### config.mk
export PLATFORM = sky130hd
export DESIGN_NAME = fp_operand_sequencer
export DESIGN_NICKNAME = d
export VERILOG_FILES = /design/src/rtl/fp_operand_sequencer_pkg.sv /design/src/rtl/fp_operand_sequencer_button_debouncer.sv /design/src/rtl/fp_operand_sequencer.sv
export SDC_FILE = /design/constraint.sdc
export NUM_CORES = 1
export LEC_CHECK = 0
export CAP_MARGIN = 0
export CORE_MARGIN = 3
export CORE_UTILIZATION = 40
export CTS_CLUSTER_SIZE = 25
export DETAILED_ROUTE_END_ITERATION = 10
export HOLD_SLACK_MARGIN = 0.12
export PLACE_DENSITY = 0.77
export SLEW_MARGIN = 20
export SYNTH_ARGS = -nofsm -noshare
export SYNTH_HDL_FRONTEND = slang
export SYNTH_HIERARCHICAL = 1
export SYNTH_SLANG_ARGS = --single-unit
### constraint.sdc
create_clock -name clk -period 2.79 [get_ports clk]
set_input_delay 0.4185 -clock clk [delete_from_list [all_inputs] [get_ports clk]]
set_output_delay 0.4185 -clock clk [all_outputs]
set_load 0.02 [all_outputs]
### src/rtl/fp_operand_sequencer_pkg.sv
// Shared types and the operand table for the FP adder stimulus sequencer.
// Each table entry packs {A, B} as two single-precision words.
package fp_operand_sequencer_pkg;

    typedef enum logic {
        ST_WAIT = 1'b0,
        ST_SHOW = 1'b1
    } seq_state_e;

    localparam logic [63:0] FP_VEC_0 = {32'h2ac49214, 32'h6ac49214};
    localparam logic [63:0] FP_VEC_1 = {32'h3f800000, 32'h3f800000};
    localparam logic [63:0] FP_VEC_2 = {32'h40400000, 32'hc0400000};
    localparam logic [63:0] FP_VEC_3 = {32'h7f7fffff, 32'h7f7fffff};
    localparam logic [63:0] FP_VEC_4 = {32'h3fc00000, 32'h40200000};
    localparam logic [63:0] FP_VEC_5 = {32'h00000000, 32'h80000000};
    localparam logic [63:0] FP_VEC_6 = {32'h7f800000, 32'hff800000};
    localparam logic [63:0] FP_VEC_7 = {32'h42280000, 32'hc1200000};

    // Indices past the defined entries read as a zero operand pair.
    function automatic logic [63:0] fp_vector(input logic [31:0] idx);
        case (idx)
            32'd0:   return FP_VEC_0;
            32'd1:   return FP_VEC_1;
            32'd2:   return FP_VEC_2;
            32'd3:   return FP_VEC_3;
            32'd4:   return FP_VEC_4;
            32'd5:   return FP_VEC_5;
            32'd6:   return FP_VEC_6;
            32'd7:   return FP_VEC_7;
            default: return '0;
        endcase
    endfunction

endpackage

### src/rtl/fp_operand_sequencer_button_debouncer.sv
// Push-button front end: 2-flop synchronizer, stable-sample debouncer and
// a single-cycle pulse on each rising edge of the debounced level.
module button_debouncer #(
    parameter int unsigned DEBOUNCE_CYCLES = 500000
) (
    input  logic clk,
    input  logic rst,
    input  logic btn_i,
    output logic press_o
);

    localparam int unsigned CNT_W = (DEBOUNCE_CYCLES > 1) ? $clog2(DEBOUNCE_CYCLES) : 1;
    localparam logic [CNT_W-1:0] CNT_LAST = CNT_W'(DEBOUNCE_CYCLES - 1);

    logic             sync1_q;
    logic             sync2_q;
    logic             level_q;
    logic             level_prev_q;
    logic [CNT_W-1:0] cnt_q;

    always_ff @(posedge clk) begin
        if (rst) begin
            sync1_q      <= 1'b0;
            sync2_q      <= 1'b0;
            level_q      <= 1'b0;
            level_prev_q <= 1'b0;
            cnt_q        <= '0;
        end else begin
            sync1_q      <= btn_i;
            sync2_q      <= sync1_q;
            level_prev_q <= level_q;
            // Any sample agreeing with the current level restarts the run.
            if (sync2_q != level_q) begin
                if (cnt_q == CNT_LAST) begin
                    level_q <= sync2_q;
                    cnt_q   <= '0;
                end else begin
                    cnt_q <= cnt_q + CNT_W'(1);
                end
            end else begin
                cnt_q <= '0;
            end
        end
    end

    assign press_o = level_q & ~level_prev_q;

endmodule

### src/rtl/fp_operand_sequencer.sv
// Steps through a table of operand pairs on a debounced button, drives them
// to the FP adder, waits out its latency and holds the captured result.
module fp_operand_sequencer
    import fp_operand_sequencer_pkg::*;
#(
    parameter int unsigned NUM_VECTORS     = 8,
    parameter int unsigned PIPE_LATENCY    = 3,
    parameter int unsigned DEBOUNCE_CYCLES = 500000,
    parameter int unsigned IDX_W           = $clog2(NUM_VECTORS)
) (
    input  logic             clk,
    input  logic             rst,
    input  logic             btn_next,
    output logic [31:0]      reg_A,
    output logic [31:0]      reg_B,
    input  logic [31:0]      fp_result,
    output logic [31:0]      result,
    output logic             result_valid,
    output logic [IDX_W-1:0] vec_index
);

    localparam int unsigned CNT_W = $clog2(PIPE_LATENCY + 1);
    localparam logic [63:0] VEC_RESET = fp_vector(32'd0);

    seq_state_e       state_q;
    logic [CNT_W-1:0] cnt_q;
    logic [IDX_W-1:0] vec_idx_q;
    logic [IDX_W-1:0] vec_idx_d;
    logic [63:0]      vec_d;
    logic [31:0]      reg_a_q;
    logic [31:0]      reg_b_q;
    logic [31:0]      result_q;
    logic             valid_q;
    logic             press;

    button_debouncer #(
        .DEBOUNCE_CYCLES(DEBOUNCE_CYCLES)
    ) u_btn_next (
        .clk    (clk),
        .rst    (rst),
        .btn_i  (btn_next),
        .press_o(press)
    );

    // NUM_VECTORS is a power of two, so the natural wrap of the index suffices.
    assign vec_idx_d = vec_idx_q + IDX_W'(1);
    assign vec_d     = fp_vector(32'(vec_idx_d));

    always_ff @(posedge clk) begin
        if (rst) begin
            state_q   <= ST_WAIT;
            cnt_q     <= CNT_W'(PIPE_LATENCY);
            vec_idx_q <= '0;
            reg_a_q   <= VEC_RESET[63:32];
            reg_b_q   <= VEC_RESET[31:0];
            result_q  <= '0;
            valid_q   <= 1'b0;
        end else begin
            case (state_q)
                ST_WAIT: begin
                    if (cnt_q == '0) begin
                        result_q <= fp_result;
                        valid_q  <= 1'b1;
                        state_q  <= ST_SHOW;
                    end else begin
                        cnt_q <= cnt_q - CNT_W'(1);
                    end
                end
                ST_SHOW: begin
                    if (press) begin
                        vec_idx_q <= vec_idx_d;
                        reg_a_q   <= vec_d[63:32];
                        reg_b_q   <= vec_d[31:0];
                        valid_q   <= 1'b0;
                        cnt_q     <= CNT_W'(PIPE_LATENCY);
                        state_q   <= ST_WAIT;
                    end
                end
                default: state_q <= ST_WAIT;
            endcase
        end
    end

    assign reg_A        = reg_a_q;
    assign reg_B        = reg_b_q;
    assign result       = result_q;
    assign result_valid = valid_q;
    assign vec_index    = vec_idx_q;

endmodule
==> metrics.md, run 1 <==
| Metric | Value |
|---|---|
| Worst path depth | `1` |
| Synth warn | `37` |
| Power per cell area | `roughly 520 nW/µm²` |
| H-Tree Depth | `3` |
| Register area share after synthesis | `approximately 44%` |
| Flop2flop setup slack | `0.68 ns` |
| DR vias/cell | `around 4.9` |
| Clock period minus worst slack | `2.37 ns` |
| Final instance area | `approximately 4700 µm²` |
| Final worst slack | `0.422 ns` |
| Non-Filler Instances | `607` |
| Worst-case reg-to-reg path depth | `5` |
| Compound-Gate Fraction of Synth Area | `9.87%` |
| Achievable Freq | `422 MHz` |
| Length of the first detailed-routing pass in iterations | `4` |
| Die Wd | `100 µm` |
| Peak VDD IR | `0.000271 V` |
| First-pass GRT wire length | `13100 µm` |
| Unrepaired setup endpoints after global routing | `no` |
| Routed WL per cell | `13.2 µm` |
| Reg2Reg Capture Point | `u_btn_next/cnt_q[7]` |
| Reg-to-reg startpoint | `u_btn_next/cnt_q[0]` |
| Synth Flop Type | `dfxtp_1` |
| 1st-iter DRT viols | `112` |
| Bufs and invs on worst path | `1` |
| CTS resizes | `0` |
| Final setup viols | `0` |
| Hold Buf Count CTS | `0` |
| Initial antenna violation count | `0` |
| CP top delay family | `flip-flops` |
| CP startpoint kind | `flip-flop` |
| Number of global-route vias before repair | `2673` |
| CP Max Fanout | `30` |
| Post-synthesis xor/xnor area fraction | `under 10%` |
| Worst Hold Depth | `1` |
| HP Class | `reg2reg` |
| Post-synth ARST share | `0%` |
| Starting density of the core | `between 40% and 50%` |
| Leakage power | `between 1.5 and 2 nW` |
| Clk buf depth | `2` |
| Antenna viol nets, final | `0` |
| Worst Hold Launch | `u_btn_next/sync1_q` |
| Area grow syn2layout | `32.8%` |
| Clock skew | `0.0149 ns` |
| CP max-delay cell | `dfxtp_1` |
| Worst hold endpoint | `u_btn_next/sync2_q` |
| Synth Area per Inst | `8.52 µm²` |
| Core Region | `8420 µm²` |
| Overall Power | `2.44 mW` |
| Worst path max stage delay | `between 0.8 and 0.9 ns` |
| Total wire length | `8020 µm` |
| Total number of vias | `just under 3000` |
| Critical path, cell by cell | `clkdlybuf4s50_1` |
| Post-synth EDFFs | `0` |
| Setup TNS | `0 ns` |
| TritonCTS buffer count | `9` |
| DP HPWL | `5890 µm` |
| Netlist cell types | `44` |
| Crit Path Category | `reg2out` |
| #FFs+latches synth | `78` |
| GPL Wtd Cong | `0.817` |
| Rel. slew slack | `46.9%` |
| Mapped Cells | `417` |
| Final net count | `540` |
| Net Count, Synth | `460` |
| Worst slew pin tran | `just under 0.8 ns` |
| Drc violations | `0` |
| Crit path capture type | `output pin` |
| Largest net degree at the start of global routing | `35` |
| Tot GR Track Use | `15.9%` |
| Max Cap Viol | `0` |
| Cells after DPL | `591` |
| Cell Area, Synth | `3550 µm²` |
| Final Max Tran Viols | `0` |
| DIE AREA | `10000 µm²` |
| Post-synthesis mux area share | `0.317%` |
| Post-CTS Setup Repair Bufs | `0` |
| Ports | `135` |
| Post-synthesis adder-cell area fraction | `approximately 2.8%` |
| Final Hold Viols | `0` |
| Clk slew on worst S/H paths | `approximately 0.090 ns` |
| Pre-CTS setup slack | `0.682 ns` |
| Most frequent cells in the layout | `132 x clkdlybuf4s50_1, 78 x nand2_1, 78 x dfxtp_1` |
| Port Buf Inserts | `133` |
| Layout cell share with drive strength beyond 1 | `roughly 6.8%` |
| Filler cells | `751` |
| Final period util | `approximately 85%` |
| Placement Rows | `33` |
| Gr ovfl total | `0` |
| Worst path required time | `2.37 ns` |
| Die span in y | `between 100 and 150 µm` |
| Antenna cells | `0` |
| Clock Latency Late Sink | `between 0.3 and 0.4 ns` |
| Simple-gate share of the synthesized area | `22.6%` |
| CTS tree | `built` |
| Placed Area | `between 4000 and 5000 µm²` |
| CP Data Arrival Time | `1.95 ns` |
| Status | `finished, final reports clean` |
| Commonest non-fill, non-tap cell in the layout | `clkdlybuf4s50_1` |
| CTS Sinks | `78` |
| Main combinational cell family by area after synthesis | `simple AND/OR/NAND/NOR gates` |
| Root buffer cell | `clkbuf_8` |
kinds of logic after synthesis:
kind of cell,after synthesis
simple gates,170
buf+inv,79
flops,78
compound gates,61
xor+xnor,19
fa+ha+maj,8
other cells,1
mux,1
metal layers:
layer	up-vias	routed length [µm]	track usage [%]
met1	1362	3300	19.4
met2	97	4090	27.6
li1	1494	-	-
met5	-	0	0
met3	8	562	3.82
met4	0	70	4.66
cell usage after synthesis (all sizes together), types with 2 or more instances:
cell	instances	share of area (%)
nand2	79	8.4
nor2b	6	1.1
nor3	14	2.1
a21oi	48	6.9
or3	2	0.35
nand4	9	1.6
o31ai	2	0.81
nand2b	3	0.53
nor4	7	1.2
nand3	21	3.2
or4	2	0.53
xnor2	14	3.5
o21ai	5	0.70
inv	11	1.2
xor2	5	1.4
dfxtp	78	44
nor2	21	2.2
buf	67	14
ha	8	2.8
through the flow:
step | hold WS [ns] | utilization, %
finish | 0.455 | 56.0
global route | 0.478 | 56.0
CTS | 0.457 | 56.0
detailed placement | 0.427 | 53.8
global placement | 0.420 | 53.8
floorplan | 0.414 | -
area by class of cell:
type,instances,area (µm²),share of cell area [%]
Timing Repair Buffer,137,1360,28.8
Clock inverter,7,58.8,1.25
Multi-Input combinational cell,260,1440,30.6
Inverter,11,41.3,0.875
Clock buffer,9,124,2.63
Sequential cell,78,1560,33.1
Tap cell,105,131,2.79
state kept, by name, indices dropped and copies added (netlist names):
register	cells
result	32
u_btn_next/cnt_q	19
reg_A	8
reg_B	8
vec_index	3
cnt_q	2
result_valid	1
state_q	1
u_btn_next/level_prev_q	1
u_btn_next/level_q	1
u_btn_next/sync1_q	1
u_btn_next/sync2_q	1
power breakdown:
group / internal (mW) / switching (mW)
Sequential: 1.19 / 0.0401
Combinational: 0.204 / 0.242
Clock: 0.333 / 0.436
how the worst max path moves through the flow:
| stage | start | endpoint |
|---|---|---|
| after global placement | u_btn_next/cnt_q[0] | u_btn_next/cnt_q[16] |
| after CTS | reg_A[17] | reg_A[17] |
| final | reg_A[17] | reg_A[17] |
| after floorplan | u_btn_next/cnt_q[0] | u_btn_next/cnt_q[10] |
| after global routing | reg_A[17] | reg_A[20] |
| after detailed placement | u_btn_next/cnt_q[0] | u_btn_next/cnt_q[9] |
Power figures use the tool's default switching activity.
==> run 2: changes to the inputs <==
Clock period 2.79 ns to 2.39 ns, I/O delays scaled along.
==> metrics.md, run 2 (synthesized netlist as in run 1, its figures left out) <==
| Metric | Value |
|---|---|
| Post-CTS Setup Repair Bufs | `0 (unchanged)` |
| Final worst slack | `0.414 ns (-0.00814 ns)` |
| Layout cell share with drive strength beyond 1 | `7.14% (+0.37 points)` |
| Ports | `135 (unchanged)` |
| DIE AREA | `10000 µm² (unchanged)` |
| WHS | `0.381 ns (-0.0743 ns)` |
| Routed WL per cell | `13.2 µm (+0.11%)` |
| DR vias/cell | `4.89 (+0.28%)` |
| Non-Filler Instances | `609 (+0.33%)` |
| Starting density of the core | `42.2% (unchanged)` |
| Length of the first detailed-routing pass in iterations | `4 (unchanged)` |
| Unrepaired setup endpoints after global routing | `no` |
| Max reg flops | `32 (unchanged)` |
| Total number of vias | `2979 (+0.61%)` |
| Antenna cells | `0 (unchanged)` |
| Most frequent cells in the layout | `132 x clkdlybuf4s50_1, 78 x nand2_1, 78 x dfxtp_1` |
| TritonCTS buffer count | `9 (unchanged)` |
| Reg2Reg Capture Point | `u_btn_next/level_q` |
| Rel. slew slack | `58.4% (+11 points)` |
| Crit path capture type | `output pin` |
| Setup TNS | `0 ns (unchanged)` |
| Largest net degree at the start of global routing | `41 (+17%)` |
| 1st-iter DRT viols | `105 (-6.3%)` |
| Status | `finished, final reports clean` |
| Bufs and invs on worst path | `1 (unchanged)` |
| Worst-case reg-to-reg path depth | `5 (unchanged)` |
| Reg-to-reg startpoint | `u_btn_next/cnt_q[0]` |
| Leakage power | `1.58 nW (+0.77%)` |
| Port Buf Inserts | `133 (unchanged)` |
| Fin util | `56.2% (+0.19 points)` |
| HP Class | `in2reg` |
| Clk buf depth | `2 (unchanged)` |
| Commonest non-fill, non-tap cell in the layout | `clkdlybuf4s50_1` |
| Root buffer cell | `clkbuf_8` |
| Die span in y | `100 µm (unchanged)` |
| CP Max Fanout | `11 (-63%)` |
| Initial antenna violation count | `0 (unchanged)` |
| Final Hold Viols | `0 (unchanged)` |
| CP Data Arrival Time | `1.62 ns (-0.33 ns)` |
| GPL Wtd Cong | `0.840 (+2.8%)` |
| Final Max Tran Viols | `0 (unchanged)` |
| Pre-CTS setup slack | `0.532 ns (-0.150 ns)` |
| CP startpoint kind | `flip-flop` |
| CTS tree | `built` |
| Hold Buf Count CTS | `0 (unchanged)` |
| Drc violations | `0 (unchanged)` |
| First-pass GRT wire length | `12600 µm (-3.4%)` |
| H-Tree Depth | `3 (unchanged)` |
| Worst path required time | `2.03 ns (-0.34 ns)` |
| Number of global-route vias before repair | `2646 (-1.0%)` |
| Final net count | `542 (+0.37%)` |
| CP startpoint | `vec_index[0]` |
| Clock period minus worst slack | `1.98 ns` |
| Worst path max stage delay | `0.70 ns (-0.15 ns)` |
| CP top delay family | `buffers and inverters` |
| Final period util | `82.7%` |
| Achievable Freq | `506 MHz` |
| Total wire length | `8060 µm (+0.44%)` |
| Die Wd | `100 µm (unchanged)` |
| Power per cell area | `604 nW/µm² (+17%)` |
| CTS resizes | `0 (unchanged)` |
| Gr ovfl total | `0 (unchanged)` |
| DP HPWL | `5790 µm (-1.7%)` |
| Tot GR Track Use | `15.5% (-0.36 points)` |
| CP max-delay cell | `clkdlybuf4s50_1` |
| Peak VDD IR | `0.000239 V (-12%)` |
| FF/Latch Area | `1560 µm² (unchanged)` |
| Critical Path Sink | `vec_index[0]` |
| Clock skew | `0.0105 ns (-0.00437 ns)` |
| Antenna viol nets, final | `0 (unchanged)` |
| Core Region | `8420 µm² (unchanged)` |
| Final setup viols | `0 (unchanged)` |
| CTS Sinks | `78 (unchanged)` |
| Clk slew on worst S/H paths | `0.08 ns (about the same)` |
| Flop2flop setup slack | `0.52 ns (-0.16 ns)` |
| Area grow syn2layout | `33.3%` |
| Max Cap Viol | `0 (unchanged)` |
| Worst slew pin tran | `0.618 ns (-0.177 ns)` |
| Filler cells | `762 (+1.5%)` |
| Cells after DPL | `593 (+0.34%)` |
| Critical path, cell by cell | `clkdlybuf4s50_1` |
| Crit Path Category | `reg2out` |
| Worst path depth | `1 (unchanged)` |
| Clock Latency Late Sink | `0.35 ns (about the same)` |
| Multi-input logic area | `1440 µm² (unchanged)` |
| Placement Rows | `33 (unchanged)` |
## run 2: changes by cell type in the layout (fill, tap and decap cells not counted), sizes merged
cell / delta
buf: +2
inv: -1
clkbuf: +1
## run 2: power by group
part / leakage (nW) / internal [mW] / switching, mW
sequential: 0.631 / 1.38 / 0.0466
combinational: 0.860 / 0.239 / 0.283
clock: 0.0889 / 0.410 / 0.495
## run 2: area by class of cell
type                       instances  share of cell area, %
clock inverter                     6                  0.978
clock buffer                      10                   2.91
tap                              105                   2.78
sequential                        78                   33.0
inverter                          11                  0.872
timing repair buffer             139                   29.0
multi-input combinational        260                   30.5
## run 2: worst min-delay path by stage
stage,start,endpoint,slack (ns),cells after the start
5_1_grt,rst,reg_A[17],0.37,2
3_5_place_dp,u_btn_next/sync1_q,u_btn_next/sync2_q,0.43,1
2_1_floorplan,u_btn_next/sync1_q,u_btn_next/sync2_q,0.41,1
4_1_cts,rst,reg_A[17],0.37,2
6_report,rst,reg_A[17],0.38,2
3_3_place_gp,u_btn_next/sync1_q,u_btn_next/sync2_q,0.42,1
## run 2: routing by layer
metal  vias to the layer above  part of all wire (%)  GRT usage (%)
met3                        10                   8.2           4.24
li1                       1502                     -              -
met5                         -                     0              0
met1                      1344                    41           18.8
met4                         0                  0.93           4.97
met2                       123                    49           26.6
## run 2: stage by stage
stage / total power [mW] / area, µm²
2_1_floorplan: 1.77 / 3550
3_3_place_gp: 1.97 / 4550
3_5_place_dp: 1.99 / 4550
4_1_cts: 2.90 / 4730
5_1_grt: 3.01 / 4730
6_report: 2.86 / 4730
